File: src/rtl/arc4_encrypt_if.sv
// Bus bundle for arc4_encrypt: start/ready handshake, key, and the three
// synchronous-read memory ports (S-box, plaintext, ciphertext).
// master = the encryption engine, slave = the surrounding environment.
interface arc4_encrypt_if #(
  parameter int KEY_BYTES = 3
);
  logic                   en;
  logic                   rdy;
  logic [8*KEY_BYTES-1:0] key;
  logic [7:0]             s_addr;
  logic [7:0]             s_rddata;
  logic [7:0]             s_wrdata;
  logic                   s_wren;
  logic [7:0]             pt_addr;
  logic [7:0]             pt_rddata;
  logic [7:0]             ct_addr;
  logic [7:0]             ct_wrdata;
  logic                   ct_wren;

  modport master (
    input  en, key, s_rddata, pt_rddata,
    output rdy, s_addr, s_wrdata, s_wren, pt_addr, ct_addr, ct_wrdata, ct_wren
  );

  modport slave (
    output en, key, s_rddata, pt_rddata,
    input  rdy, s_addr, s_wrdata, s_wren, pt_addr, ct_addr, ct_wrdata, ct_wren
  );
endinterface

File: src/rtl/arc4_encrypt.sv
// ARC4 encryption engine. Reads a length-prefixed plaintext buffer, writes the
// length-prefixed ciphertext, and drives an external 256x8 S-box memory
// through INIT, KSA and PRGA. All memories are synchronous-read: an address
// is held for one cycle and the data is consumed in the following cycle.
// Optional macro ARC4_DROP_EN: discard DROP_N keystream bytes after KSA.
module arc4_encrypt #(
  parameter int KEY_BYTES = 3,
  parameter int DROP_N    = 256
) (
  input  logic           clk,
  input  logic           rst,
  arc4_encrypt_if.master bus
);

  localparam int KW = (KEY_BYTES > 1) ? $clog2(KEY_BYTES) : 1;

  // KSA and PRGA share the read-i / read-j / swap sequence; ph_q picks the
  // flavour (key added to j in KSA, pad read + ct write in PRGA).
  typedef enum logic [3:0] {
    S_IDLE, S_INIT,
    S_RDI, S_SI, S_RDJ, S_SJ, S_WRI, S_WRJ,
    S_RDP, S_PAD, S_CTW,
    S_LRD, S_LWT, S_LWR
  } state_t;

  typedef enum logic [1:0] {PH_KSA, PH_DROP, PH_PRGA} phase_t;

  state_t                 state_q, state_d;
  phase_t                 ph_q, ph_d;
  logic [8*KEY_BYTES-1:0] key_q, key_d;
  logic [KW-1:0]          kidx_q, kidx_d;
  logic [7:0]             i_q, i_d, j_q, j_d, k_q, k_d, l_q, l_d;
  logic [7:0]             si_q, si_d, sj_q, sj_d;
  logic                   rdy_q, rdy_d;
  logic [7:0]             s_addr_q, s_addr_d, s_wrdata_q, s_wrdata_d;
  logic                   s_wren_q, s_wren_d;
  logic [7:0]             pt_addr_q, pt_addr_d;
  logic [7:0]             ct_addr_q, ct_addr_d, ct_wrdata_q, ct_wrdata_d;
  logic                   ct_wren_q, ct_wren_d;
  logic [7:0]             jn;
  logic [7:0]             key_byte [KEY_BYTES];

`ifdef ARC4_DROP_EN
  localparam int DCW = (DROP_N > 1) ? $clog2(DROP_N) : 1;
  logic [DCW-1:0] dcnt_q, dcnt_d;
`else
  // DROP_N has no effect without the drop feature.
  logic unused_drop_n;
  assign unused_drop_n = (DROP_N != 0);
`endif

  // Key byte 0 is the most significant byte of the latched key.
  for (genvar b = 0; b < KEY_BYTES; b++) begin : g_kb
    assign key_byte[b] = key_q[8*(KEY_BYTES-1-b) +: 8];
  end

  assign bus.rdy       = rdy_q;
  assign bus.s_addr    = s_addr_q;
  assign bus.s_wrdata  = s_wrdata_q;
  assign bus.s_wren    = s_wren_q;
  assign bus.pt_addr   = pt_addr_q;
  assign bus.ct_addr   = ct_addr_q;
  assign bus.ct_wrdata = ct_wrdata_q;
  assign bus.ct_wren   = ct_wren_q;

  // State and registered outputs; reset aborts any operation.
  always_ff @(posedge clk) begin
    if (rst) begin
      state_q     <= S_IDLE;
      ph_q        <= PH_KSA;
      key_q       <= '0;
      kidx_q      <= '0;
      i_q         <= '0;
      j_q         <= '0;
      k_q         <= '0;
      l_q         <= '0;
      si_q        <= '0;
      sj_q        <= '0;
      rdy_q       <= 1'b1;
      s_addr_q    <= '0;
      s_wrdata_q  <= '0;
      s_wren_q    <= 1'b0;
      pt_addr_q   <= '0;
      ct_addr_q   <= '0;
      ct_wrdata_q <= '0;
      ct_wren_q   <= 1'b0;
`ifdef ARC4_DROP_EN
      dcnt_q      <= '0;
`endif
    end else begin
      state_q     <= state_d;
      ph_q        <= ph_d;
      key_q       <= key_d;
      kidx_q      <= kidx_d;
      i_q         <= i_d;
      j_q         <= j_d;
      k_q         <= k_d;
      l_q         <= l_d;
      si_q        <= si_d;
      sj_q        <= sj_d;
      rdy_q       <= rdy_d;
      s_addr_q    <= s_addr_d;
      s_wrdata_q  <= s_wrdata_d;
      s_wren_q    <= s_wren_d;
      pt_addr_q   <= pt_addr_d;
      ct_addr_q   <= ct_addr_d;
      ct_wrdata_q <= ct_wrdata_d;
      ct_wren_q   <= ct_wren_d;
`ifdef ARC4_DROP_EN
      dcnt_q      <= dcnt_d;
`endif
    end
  end

  // Next-state logic; write strobes default low so each is a one-cycle pulse.
  always_comb begin
    state_d     = state_q;
    ph_d        = ph_q;
    key_d       = key_q;
    kidx_d      = kidx_q;
    i_d         = i_q;
    j_d         = j_q;
    k_d         = k_q;
    l_d         = l_q;
    si_d        = si_q;
    sj_d        = sj_q;
    rdy_d       = rdy_q;
    s_addr_d    = s_addr_q;
    s_wrdata_d  = s_wrdata_q;
    s_wren_d    = 1'b0;
    pt_addr_d   = pt_addr_q;
    ct_addr_d   = ct_addr_q;
    ct_wrdata_d = ct_wrdata_q;
    ct_wren_d   = 1'b0;
    jn          = '0;
`ifdef ARC4_DROP_EN
    dcnt_d      = dcnt_q;
`endif

    case (state_q)
      S_IDLE: begin
        if (bus.en && rdy_q) begin
          key_d      = bus.key;
          rdy_d      = 1'b0;
          i_d        = 8'd0;
          s_addr_d   = 8'd0;
          s_wrdata_d = 8'd0;
          s_wren_d   = 1'b1;
          state_d    = S_INIT;
        end
      end
      // S[i] = i is being written this cycle.
      S_INIT: begin
        if (i_q == 8'hFF) begin
          i_d      = 8'd0;
          j_d      = 8'd0;
          kidx_d   = '0;
          ph_d     = PH_KSA;
          s_addr_d = 8'd0;
          state_d  = S_RDI;
        end else begin
          i_d        = i_q + 8'd1;
          s_addr_d   = i_q + 8'd1;
          s_wrdata_d = i_q + 8'd1;
          s_wren_d   = 1'b1;
        end
      end
      S_RDI: state_d = S_SI;
      // S[i] arrives; advance j and address S[j].
      S_SI: begin
        jn       = j_q + bus.s_rddata +
                   ((ph_q == PH_KSA) ? key_byte[kidx_q] : 8'h00);
        si_d     = bus.s_rddata;
        j_d      = jn;
        s_addr_d = jn;
        state_d  = S_RDJ;
      end
      S_RDJ: state_d = S_SJ;
      // S[j] arrives; swap writes follow (identical values when i == j).
      S_SJ: begin
        sj_d       = bus.s_rddata;
        s_addr_d   = i_q;
        s_wrdata_d = bus.s_rddata;
        s_wren_d   = 1'b1;
        state_d    = S_WRI;
      end
      S_WRI: begin
        s_addr_d   = j_q;
        s_wrdata_d = si_q;
        s_wren_d   = 1'b1;
        state_d    = S_WRJ;
      end
      S_WRJ: begin
        if (ph_q == PH_KSA) begin
          if (i_q == 8'hFF) begin
`ifdef ARC4_DROP_EN
            ph_d     = PH_DROP;
            i_d      = 8'd1;
            j_d      = 8'd0;
            dcnt_d   = '0;
            s_addr_d = 8'd1;
            state_d  = S_RDI;
`else
            pt_addr_d = 8'd0;
            state_d   = S_LRD;
`endif
          end else begin
            i_d      = i_q + 8'd1;
            s_addr_d = i_q + 8'd1;
            kidx_d   = (kidx_q == KW'(KEY_BYTES-1)) ? '0 : kidx_q + 1'b1;
            state_d  = S_RDI;
          end
        end else begin
          // Swap has landed, so this sum indexes post-swap S.
          s_addr_d = si_q + sj_q;
          state_d  = S_RDP;
        end
      end
      S_RDP: state_d = S_PAD;
      // Pad arrives; pt[k] has been addressed since the start of this byte.
      S_PAD: begin
`ifdef ARC4_DROP_EN
        if (ph_q == PH_DROP) begin
          if (dcnt_q == DCW'(DROP_N-1)) begin
            pt_addr_d = 8'd0;
            state_d   = S_LRD;
          end else begin
            dcnt_d   = dcnt_q + 1'b1;
            i_d      = i_q + 8'd1;
            s_addr_d = i_q + 8'd1;
            state_d  = S_RDI;
          end
        end else
`endif
        begin
          ct_addr_d   = k_q;
          ct_wrdata_d = bus.pt_rddata ^ bus.s_rddata;
          ct_wren_d   = 1'b1;
          state_d     = S_CTW;
        end
      end
      // ct[k] is being written; stop exactly at L so addresses never wrap.
      S_CTW: begin
        if (k_q == l_q) begin
          rdy_d   = 1'b1;
          state_d = S_IDLE;
        end else begin
          k_d       = k_q + 8'd1;
          pt_addr_d = k_q + 8'd1;
          i_d       = i_q + 8'd1;
          s_addr_d  = i_q + 8'd1;
          state_d   = S_RDI;
        end
      end
      S_LRD: state_d = S_LWT;
      S_LWT: begin
        l_d         = bus.pt_rddata;
        ct_addr_d   = 8'd0;
        ct_wrdata_d = bus.pt_rddata;
        ct_wren_d   = 1'b1;
        state_d     = S_LWR;
      end
      // PRGA restarts from i=j=0; i is pre-incremented to 1 here.
      S_LWR: begin
        if (l_q == 8'd0) begin
          rdy_d   = 1'b1;
          state_d = S_IDLE;
        end else begin
          ph_d      = PH_PRGA;
          i_d       = 8'd1;
          j_d       = 8'd0;
          k_d       = 8'd1;
          pt_addr_d = 8'd1;
          s_addr_d  = 8'd1;
          state_d   = S_RDI;
        end
      end
      default: state_d = S_IDLE;
    endcase
  end

endmodule

File: src/flat_wrapper.sv
// flat-port wrapper written by rule: the top's interface ports become plain ports
module arc4_encrypt_flat 
#(
  parameter int KEY_BYTES = 3,
  parameter int DROP_N    = 256
)
  (clk, rst, bus_en, bus_key, bus_s_rddata, bus_pt_rddata, bus_rdy, bus_s_addr, bus_s_wrdata, bus_s_wren, bus_pt_addr, bus_ct_addr, bus_ct_wrdata, bus_ct_wren);
  arc4_encrypt_if #(.KEY_BYTES(KEY_BYTES)) bus_i ();
  input  logic clk;
  input  logic rst;
  input wire logic [$bits(bus_i.en)-1:0] bus_en;
  input wire logic [$bits(bus_i.key)-1:0] bus_key;
  input wire logic [$bits(bus_i.s_rddata)-1:0] bus_s_rddata;
  input wire logic [$bits(bus_i.pt_rddata)-1:0] bus_pt_rddata;
  output wire logic [$bits(bus_i.rdy)-1:0] bus_rdy;
  output wire logic [$bits(bus_i.s_addr)-1:0] bus_s_addr;
  output wire logic [$bits(bus_i.s_wrdata)-1:0] bus_s_wrdata;
  output wire logic [$bits(bus_i.s_wren)-1:0] bus_s_wren;
  output wire logic [$bits(bus_i.pt_addr)-1:0] bus_pt_addr;
  output wire logic [$bits(bus_i.ct_addr)-1:0] bus_ct_addr;
  output wire logic [$bits(bus_i.ct_wrdata)-1:0] bus_ct_wrdata;
  output wire logic [$bits(bus_i.ct_wren)-1:0] bus_ct_wren;
  assign bus_i.en = bus_en;
  assign bus_i.key = bus_key;
  assign bus_i.s_rddata = bus_s_rddata;
  assign bus_i.pt_rddata = bus_pt_rddata;
  assign bus_rdy = bus_i.rdy;
  assign bus_s_addr = bus_i.s_addr;
  assign bus_s_wrdata = bus_i.s_wrdata;
  assign bus_s_wren = bus_i.s_wren;
  assign bus_pt_addr = bus_i.pt_addr;
  assign bus_ct_addr = bus_i.ct_addr;
  assign bus_ct_wrdata = bus_i.ct_wrdata;
  assign bus_ct_wren = bus_i.ct_wren;
  arc4_encrypt #(.KEY_BYTES(KEY_BYTES), .DROP_N(DROP_N)) u_core (.clk(clk), .rst(rst), .bus(bus_i));
endmodule
File: config.mk
export PLATFORM = sky130hd
export DESIGN_NAME = arc4_encrypt_flat
export DESIGN_NICKNAME = d
export VERILOG_FILES = /design/src/rtl/arc4_encrypt_if.sv /design/src/rtl/arc4_encrypt.sv /design/src/flat_wrapper.sv
export SDC_FILE = /design/constraint.sdc
export NUM_CORES = 1
export LEC_CHECK = 0
export CAP_MARGIN = 0
export CELL_PAD_IN_SITES_DETAIL_PLACEMENT = 1
export CELL_PAD_IN_SITES_GLOBAL_PLACEMENT = 1
export CORE_UTILIZATION = 44
export DETAILED_ROUTE_END_ITERATION = 6
export PLACE_DENSITY_LB_ADDON = 0.1
export SETUP_SLACK_MARGIN = 0.5
export SLEW_MARGIN = 15
export SYNTH_ARGS = -nofsm -noshare
export SYNTH_HDL_FRONTEND = slang
export SYNTH_SLANG_ARGS = --single-unit
File: constraint.sdc
create_clock -name clk -period 7.2 [get_ports clk]
set_clock_uncertainty 0.1 [all_clocks]
set_input_delay 0.72 -clock clk [delete_from_list [all_inputs] [get_ports clk]]
set_output_delay 0.72 -clock clk [all_outputs]
set_load 0.03 [all_outputs]
# Word level (Yosys, flattened, before mapping)

Cells that the tools add are included.

Register bits after elaboration: 123
Bits of input ports: 43
Output and inout port bits: 43

$add $sub $neg: 6
$lt $le $gt $ge: 1
Equality and inequality tests: 27
Mux-type cells: 45
Bitwise gates (word level): 2
Reductions and logical operators: 27

Operators with widths:

| operator                                                        | number |
|---|---|
| 8-bit 2-to-1 mux                                                | 14 |
| 8-bit case mux with 8 select lines                              | 1 |
| 4-bit case mux with 14 select lines                             | 1 |
| 8-bit case mux with 2 select lines                              | 3 |
| 8-bit case mux with 3 select lines                              | 2 |
| 8-bit case mux with 5 select lines                              | 1 |
| 8-bit case mux with 4 select lines                              | 1 |
| 8-bit adder                                                     | 3 |
| 4-bit == test, second input constant                            | 6 |
| 8-bit by 1-bit adder with 8-bit output, second input constant   | 2 |
| 8-bit binary-select mux with 2-bit select                       | 1 |
| 4-bit by 3-bit == test with 1-bit output, second input constant | 4 |
| 4-bit 2-to-1 mux                                                | 4 |
| 2-bit 2-to-1 mux                                                | 7 |
| 2-bit by 1-bit != test with 1-bit output, second input constant | 6 |
| 3-bit AND reduction                                             | 4 |
| 5-bit AND reduction                                             | 2 |
| 3-bit nonzero test                                              | 3 |
| 4-bit by 2-bit == test with 1-bit output, second input constant | 2 |
| 8-bit == test                                                   | 1 |
| 8-bit == test, second input constant                            | 1 |
| 8-bit logical NOT                                               | 1 |
| 2-bit != test, second input constant                            | 4 |
| 2-bit case mux with 2 select lines                              | 2 |
| 20 further kinds                                                | 32 |

# Longest topological paths before layout

Gate-level depths: netlist (run 1).

Word-level depth: 7
Depth in mapped cells: 15

# Worst setup path after synthesis (run 1)

OpenSTA, ideal clock, no wires.

Path kind: reg-to-reg
Start: reg u_core.kidx_q[1]
End: reg u_core.s_addr_q[7], in the netlist u_core.bus.s_addr[7]
Arrival time: 3.135 ns
Data required time: 6.970 ns
Slack: 3.835 ns
Stages on the path, launching flop included: 16
Period minus slack after synthesis: 3.365 ns
Cells stage by stage: dfxtp_1 buf_1 mux2i_1 nor2_1 a21oi_1 nor2_1 fa_1 ha_1 inv_1 fa_1 nor2b_1 o31a_1 o22ai_1 xnor3_1 a211oi_1 o32ai_1

Cells in the longest elaborated chain, start to end: 7

RTL lines:

| element                                             | RTL line            | RTL |
|---|---|---|
| start: declaration                                  | arc4_encrypt.sv:31  | `logic [KW-1:0] kidx_q, kidx_d;` |
| start signal: assignment                            | arc4_encrypt.sv:94  | `kidx_q <= kidx_d;` |
| 2-bit NOT with 3-bit output (implied by the code)   | arc4_encrypt.sv:172 | `((ph_q == PH_KSA) ? key_byte[kidx_q] : 8'h00);` |
| 8-bit binary-select mux with 2-bit select           | arc4_encrypt.sv:172 |  |
| 8-bit 2-to-1 mux (implied by the code) (2 in a row) | arc4_encrypt.sv:172 |  |
| 8-bit 2-to-1 mux                                    | arc4_encrypt.sv:172 |  |
| 8-bit adder                                         | arc4_encrypt.sv:171 | `jn = j_q + bus.s_rddata +` |
| 8-bit case mux with 8 select lines                  | arc4_encrypt.sv:140 | `case (state_q)` |
| end signal: assignment                              | arc4_encrypt.sv:102 | `s_addr_q <= s_addr_d;` |
| end: declaration                                    | arc4_encrypt.sv:35  | `logic [7:0] s_addr_q, s_addr_d, s_wrdata_q, s_wrdata_d;` |

No other way between the ends. The select of a mux whose other input is x is not followed.
A chain may end at the register's enable or synchronous reset.

# Final worst setup path (run 1)

Ends and elaborated chain as after synthesis.

==> impl_metrics.csv, run 1 <==
group,metric,value,unit
floorplanning,row_count,44,
power,p_leak,2.87,nW
floorplanning,ios,86,
synthesis,seq_area_frac_synth,37.5,%
grt,grt_pass1_wl,33200,um
grt,gr-usage-all-layers,29.0,%
timing,slew_violations,0,
timing,rsz0062_at_grt,"false",
finish,final_common_cell,"nand2_1",
critical_path,worstSetupPathType,"flip-flop to flip-flop",
floorplanning,start_util,44.9,%
synthesis,yosys.area.top_type,"dfxtp_1",
timing,min_period,3.80,ns
cts,root_buffer,"clkbuf_16",
synthesis,ys_ff_latch,122,
grt,overflow,0,
cts,cts.path.max_buffers,2,
synthesis,avgSynthCellArea,8.01,sq um
critical_path,r2r_slack,3.40,ns
finish,fill_cells,1743,
synthesis,syn_nets,879,
hold_path,worstHoldPathCells,2,
synthesis,netlist_area,6510,sq um
critical_path,r2r_cells,14,
cts,clock-sinks,122,
critical_path,worstPathRequired,7.37,ns
finish,nets,931,
detailed_routing,wl_per_cell,19.8,um
cts,cts-htree-levels,4,
critical_path,crit_fanout,12,
floorplanning,dieArea,15300,sq um
synthesis,synth_edf_count,0,
timing,max-slew-margin-rel,21.2,%
critical_path,startpoint_type,"flip-flop",
critical_path,reg2reg_to,"u_core.bus.s_addr[7]",
critical_path,max_stage_delay,0.67,ns
placement,hpwlAfterDp,14800,um
finish,largest_register_ffs,24,
cts,cts_inserted_buffers,17,
synthesis,synth_flop_cell,"dfxtp_1",
power,power.total,0.00229,W
floorplanning,die_w,124,um
critical_path,end_kind,"flip-flop",
timing,hold_viol_final,0,
grt,grt_antenna_before_repair,0,
critical_path,rr_startpoint,"u_core.kidx_q[1]",
timing,fmax,263,MHz
grt,grt_pass1_vias,6298,
power,ir_drop,0.205,mV
outcome,outcome,"finished, final reports clean",
cts,insertion_delay,0.42,ns
floorplanning,coreArea,14500,sq um
critical_path,slowest_stage,"dfxtp_1",
run,max-cap-violations,0,
cts,cts-resized-gates,0,
detailed_routing,finalWirelength,21000,um
timing,post-route-period-util,52.8,%
critical_path,crit_chain,"mux2i_1 > nor2_1 > a21oi_1 > nor2_1 > fa_1 > ha_1 > inv_1 > fa_1 > nor2b_1 > o31a_1 > o22ai_1 > xnor3_1 > a211oi_1 > o32ai_1",
finish,antenna_cells,0,
detailed_routing,viasPerCell,5.90,
cts,cts_hold_buffers,0,
hold_path,hp-class,"flip-flop to flip-flop",
synthesis,yosys.area.top_type_share,37.5,%
timing,worst_pin_slew,1.18,ns
synthesis,syn_inst,812,
timing,fin_setup_tns,0,ns
synthesis,yosysWarnings,0,
critical_path,cp.arrival,3.98,ns
floorplanning,die_y,124,um
finish,drive_above_1_share,6.28,%
detailed_routing,drtAntennaViolNets,0,
detailed_routing,vias,6252,
cts,postCtsSetupBuffers,0,
placement,globalplace.congestion,0.892,
cts,clk_pin_slew_worst_paths,0.05,ns
cts,cts_tree,"yes",
grt,grt_max_degree,90,
detailed_routing,drc,0,
detailed_routing,drt_iter0_drc,333,
timing,setup-violations-final,0,
detailed_routing,dr.pass1.iters,5,
power,p_per_area,288,nW/um^2
placement,io_buffers,85,
synthesis,async_reset_ff_share,0,%
finish,syn_to_final_growth,22.3,%
hold_path,whs_endpoint,"u_core.key_byte[5]",
synthesis,synth_cell_type_count,74,
hold_path,min_from,"u_core.key_byte[5]",
finish,layout_common_cells,"nand2_1 (156), dfxtp_1 (122), a21oi_1 (112)",
finish,finalCoreUtilization,55.0,%
synthesis,synth_area_leaders,"dfxtp_1 (38%), nand2_1 (9.0%), a21oi_1 (8.6%)",
-- worst max-delay path, delay by kind of cell (launching register included) --
family                     cells  cell delay, ns
AOI/OAI and AO/OA              5            0.82
xor gates and xnor gates       1            0.21
adders and majority gates      3            1.15
buffers and inverters          1            0.06
DFF                            1            0.67
muxes                          1            0.28
and+or+nand+nor                3            0.37
-- how the worst max path moves through the flow --
stage | cells after the start | from | end | slack (ns)
after floorplan | 15 | u_core.kidx_q[1] | u_core.bus.s_addr[7] | 3.84
after global placement | 11 | bus_s_rddata[1] | u_core.bus.s_addr[7] | 3.47
after detailed placement | 11 | bus_s_rddata[1] | u_core.bus.s_addr[7] | 3.34
after CTS | 14 | u_core.kidx_q[1] | u_core.bus.s_addr[7] | 3.41
after global routing | 14 | u_core.kidx_q[1] | u_core.bus.s_addr[7] | 3.16
final | 14 | u_core.kidx_q[1] | u_core.bus.s_addr[7] | 3.40
-- metal layers --
metal	global-route usage [%]	part of all wire, %	up-vias
met5	0	0	-
met4	9.86	1.9	0
met3	6.27	5.4	34
met2	49.0	49	183
met1	36.4	44	3084
li1	-	-	2951
-- layout make-up --
class | instances | area [sq um] | share of cell area, %
Multi-Input combinational cell | 622 | 3790 | 47.6
Sequential cell | 122 | 2440 | 30.7
Timing Repair Buffer | 88 | 871 | 10.9
Clock buffer | 22 | 454 | 5.71
Tap cell | 184 | 230 | 2.89
Clock inverter | 9 | 123 | 1.54
Inverter | 13 | 48.8 | 0.613
-- cells by family after synthesis --
family                   share of synthesized area [%]
buffers and inverters                             4.40
AND/OR/NAND/NOR                                   23.8
multiplexers                                      2.62
flip-flops                                        37.5
AO/OA/AOI/OAI                                     21.5
XOR/XNOR                                          4.52
adder cells (fa/ha/maj)                           5.65
-- synthesized netlist by cell type, drive strengths merged, types with 3 or more instances --
cell type and instances:
a211oi 8, a21o 4, a21oi 113, a222oi 4, a22oi 17, a32o 3, and2 3, and3 7
buf 17, clkbuf 38, dfxtp 122, fa 9, ha 15, inv 13, mux2i 17, nand2 156
nand2b 7, nand3 10, nand3b 13, nand4 3, nor2 73, nor2b 8, nor3 11, nor3b 3
nor4 6, o2111ai 3, o211ai 7, o21ai 37, o21bai 3, o22ai 3, or2 8, or3 5
xnor2 22, xor2 9
-- power by group --
group,switching [W],internal (W)
Clock,0.000305,0.000547
Combinational,0.000385,0.000237
Sequential,0.0000835,0.000736
-- per-stage QoR --
stage | instances | setup slack (ns) | hold WS (ns) | instance area (sq um)
detailed placement | 1029 | 3.34 | 0.349 | 7370
CTS | 1060 | 3.41 | 0.358 | 7950
finish | 1060 | 3.40 | 0.356 | 7960
global route | 1060 | 3.16 | 0.377 | 7960
global placement | 1029 | 3.47 | 0.345 | 7370
floorplan | 812 | 3.84 | 0.336 | 6510
No activity file was read; power rests on OpenSTA's default activity.
==> run 2: changes to the inputs <==
- CORE_UTILIZATION: 44 -> 41
- clock period: 7.2 -> 3.8 ns (I/O delays scaled with it)
==> impl_metrics.csv, run 2 (synthesized netlist as in run 1, its figures left out) <==
group,metric,value,unit
placement,hpwlAfterDp,15300,um
cts,cts_inserted_buffers,17,
finish,antenna_cells,0,
cts,clock-sinks,122,
critical_path,crit_chain,"mux2i_1 > nor2_1 > a21oi_1 > nor2_1 > fa_1 > ha_2 > inv_2 > fa_2 > nor2b_2 > o31a_1 > o22ai_2 > xnor3_2 > a211oi_2 > o32ai_1",
cts,cts_tree,"yes",
critical_path,worstPathRequired,3.97,ns
placement,io_buffers,85,
power,internal_power,0.00276,W
placement,globalplace.congestion,0.883,
detailed_routing,dr.pass1.iters,6,
critical_path,cp.arrival,3.40,ns
grt,grt_antenna_before_repair,0,
floorplanning,row_count,45,
power,p_comb_share,29.5,%
grt,grt_max_degree,69,
critical_path,r2r_cells,14,
timing,setup-violations-final,0,
cts,cts_hold_buffers,0,
grt,grt_pass1_vias,6489,
power,p_per_area,518,nW/um^2
cts,cts-htree-levels,4,
critical_path,timing.critical_path.buf_inv,1,
floorplanning,die_y,128,um
timing,fmax,310,MHz
power,pwr-share-clk,34.2,%
floorplanning,ios,86,
grt,grt_pass1_wl,34000,um
power,power.total,0.00419,W
critical_path,startpoint_type,"flip-flop",
timing,rsz0062_at_grt,"true",
detailed_routing,drtAntennaViolNets,0,
critical_path,crit_fanout,8,
detailed_routing,drt_iter0_drc,358,
critical_path,slowest_stage,"fa_1",
timing,slew_violations,0,
power,switching_share,34.1,%
critical_path,path_delay_family,"adder cells",
critical_path,path_common_cell,"nor2_1",
cts,clk_pin_slew_worst_paths,0.05,ns
grt,overflow,0,
detailed_routing,finalWirelength,21000,um
floorplanning,coreArea,15400,sq um
finish,finalInstanceArea,8100,sq um
power,p_leak,2.93,nW
floorplanning,die_w,128,um
placement,place_area,7500,sq um
finish,drive_above_1_share,8.98,%
finish,layout_common_cells,"nand2_1 (156), dfxtp_1 (121), a21oi_1 (112)",
detailed_routing,vias,6307,
detailed_routing,wl_per_cell,19.1,um
grt,gr-usage-all-layers,26.8,%
detailed_routing,viasPerCell,5.72,
critical_path,max_stage_delay,0.51,ns
power,ir_drop,0.328,mV
critical_path,end_kind,"flip-flop",
timing,min_period,3.23,ns
finish,syn_to_final_growth,24.5,%
detailed_routing,drc,0,
timing,max-slew-margin-rel,36.8,%
cts,root_buffer,"clkbuf_16",
timing,fin_setup_tns,0,ns
finish,largest_register_ffs,24,
timing,worst_pin_slew,0.946,ns
cts,insertion_delay,0.42,ns
hold_path,hp-class,"flip-flop to flip-flop",
power,power_switching,0.00143,W
finish,nets,948,
floorplanning,dieArea,16400,sq um
power,p_seq_share,36.3,%
floorplanning,start_util,42.3,%
timing,post-route-period-util,84.9,%
finish,final_common_cell,"nand2_1",
hold_path,worstHoldPathCells,2,
outcome,outcome,"finished, final reports clean",
timing,hold_viol_final,0,
cts,cts.path.max_buffers,2,
critical_path,path_depth,14,
critical_path,worstSetupPathType,"flip-flop to flip-flop",
run,max-cap-violations,0,
timing,whs,0.358,ns
critical_path,r2r_slack,0.57,ns
## run 2: changes by cell type in the layout (fill, tap and decap cells not counted), sizes merged
| cell | delta |
|---|---|
| buf | +17 |
| clkinv | -2 |
| bufinv | -3 |
| clkinvlp | -1 |
| clkbuf | +4 |
## run 2: metal layers
layer | part of all wire (%) | global-route usage [%] | vias to the layer above
met5 | 0 | 0 | -
met3 | 5.1 | 5.97 | 29
met2 | 48 | 44.9 | 178
met4 | 1.8 | 8.37 | 0
met1 | 45 | 34.3 | 3117
li1 | - | - | 2983
## run 2: power groups by stage
| stage | Sequential (W) | Clock [W] | Combinational [W] |
|---|---|---|---|
| after floorplan | 0.00154 | 0 | 0.000813 |
| after global placement | 0.00154 | 0 | 0.00116 |
| after CTS | 0.00152 | 0.00145 | 0.00122 |
| after global routing | 0.00154 | 0.00151 | 0.00135 |
| after detailed placement | 0.00155 | 0 | 0.00121 |
| final | 0.00152 | 0.00143 | 0.00124 |
## run 2: area by class of cell
| class | instances | area, sq um |
|---|---|---|
| Timing Repair Buffer | 105 | 998 |
| Clock buffer | 26 | 499 |
| Multi-Input combinational cell | 622 | 3830 |
| Fill cell | 1855 | 7270 |
| Sequential cell | 122 | 2450 |
| Inverter | 13 | 48.8 |
| Clock inverter | 3 | 15.0 |
| Tap cell | 211 | 264 |
## run 2: through the flow
step / worst slack (ns) / util [%] / cells
floorplan: 0.511 / - / 812
finish: 0.574 / 52.7 / 1102
detailed placement: 0.197 / 48.8 / 1069
global placement: 0.394 / 48.8 / 1069
global route: 0.415 / 52.7 / 1102
CTS: 0.464 / 52.3 / 1100
## run 2: worst min-delay path: cells and delay by family, from the launching register on
family,cells,cell delay [ns]
flops,1,0.31
compound gates,1,0.05
simple gates,1,0.05
## run 2: worst paths after layout
kind                                from                      to
setup reg to reg        u_core.kidx_q[1]    u_core.bus.s_addr[7]
hold reg to reg   u_core.bus.s_wrdata[6]  u_core.bus.s_wrdata[6]
setup / recovery        u_core.kidx_q[1]    u_core.bus.s_addr[7]
hold / removal    u_core.bus.s_wrdata[6]  u_core.bus.s_wrdata[6]
## run 2: timing repair
item | in CTS | in global routing
setup endpoints to repair | 7 | 7
pin swaps | 0 | 8
setup buffers | 2 | 2
endpoints found under the hold margin | 0 | 0
resized for setup | 4 | 12
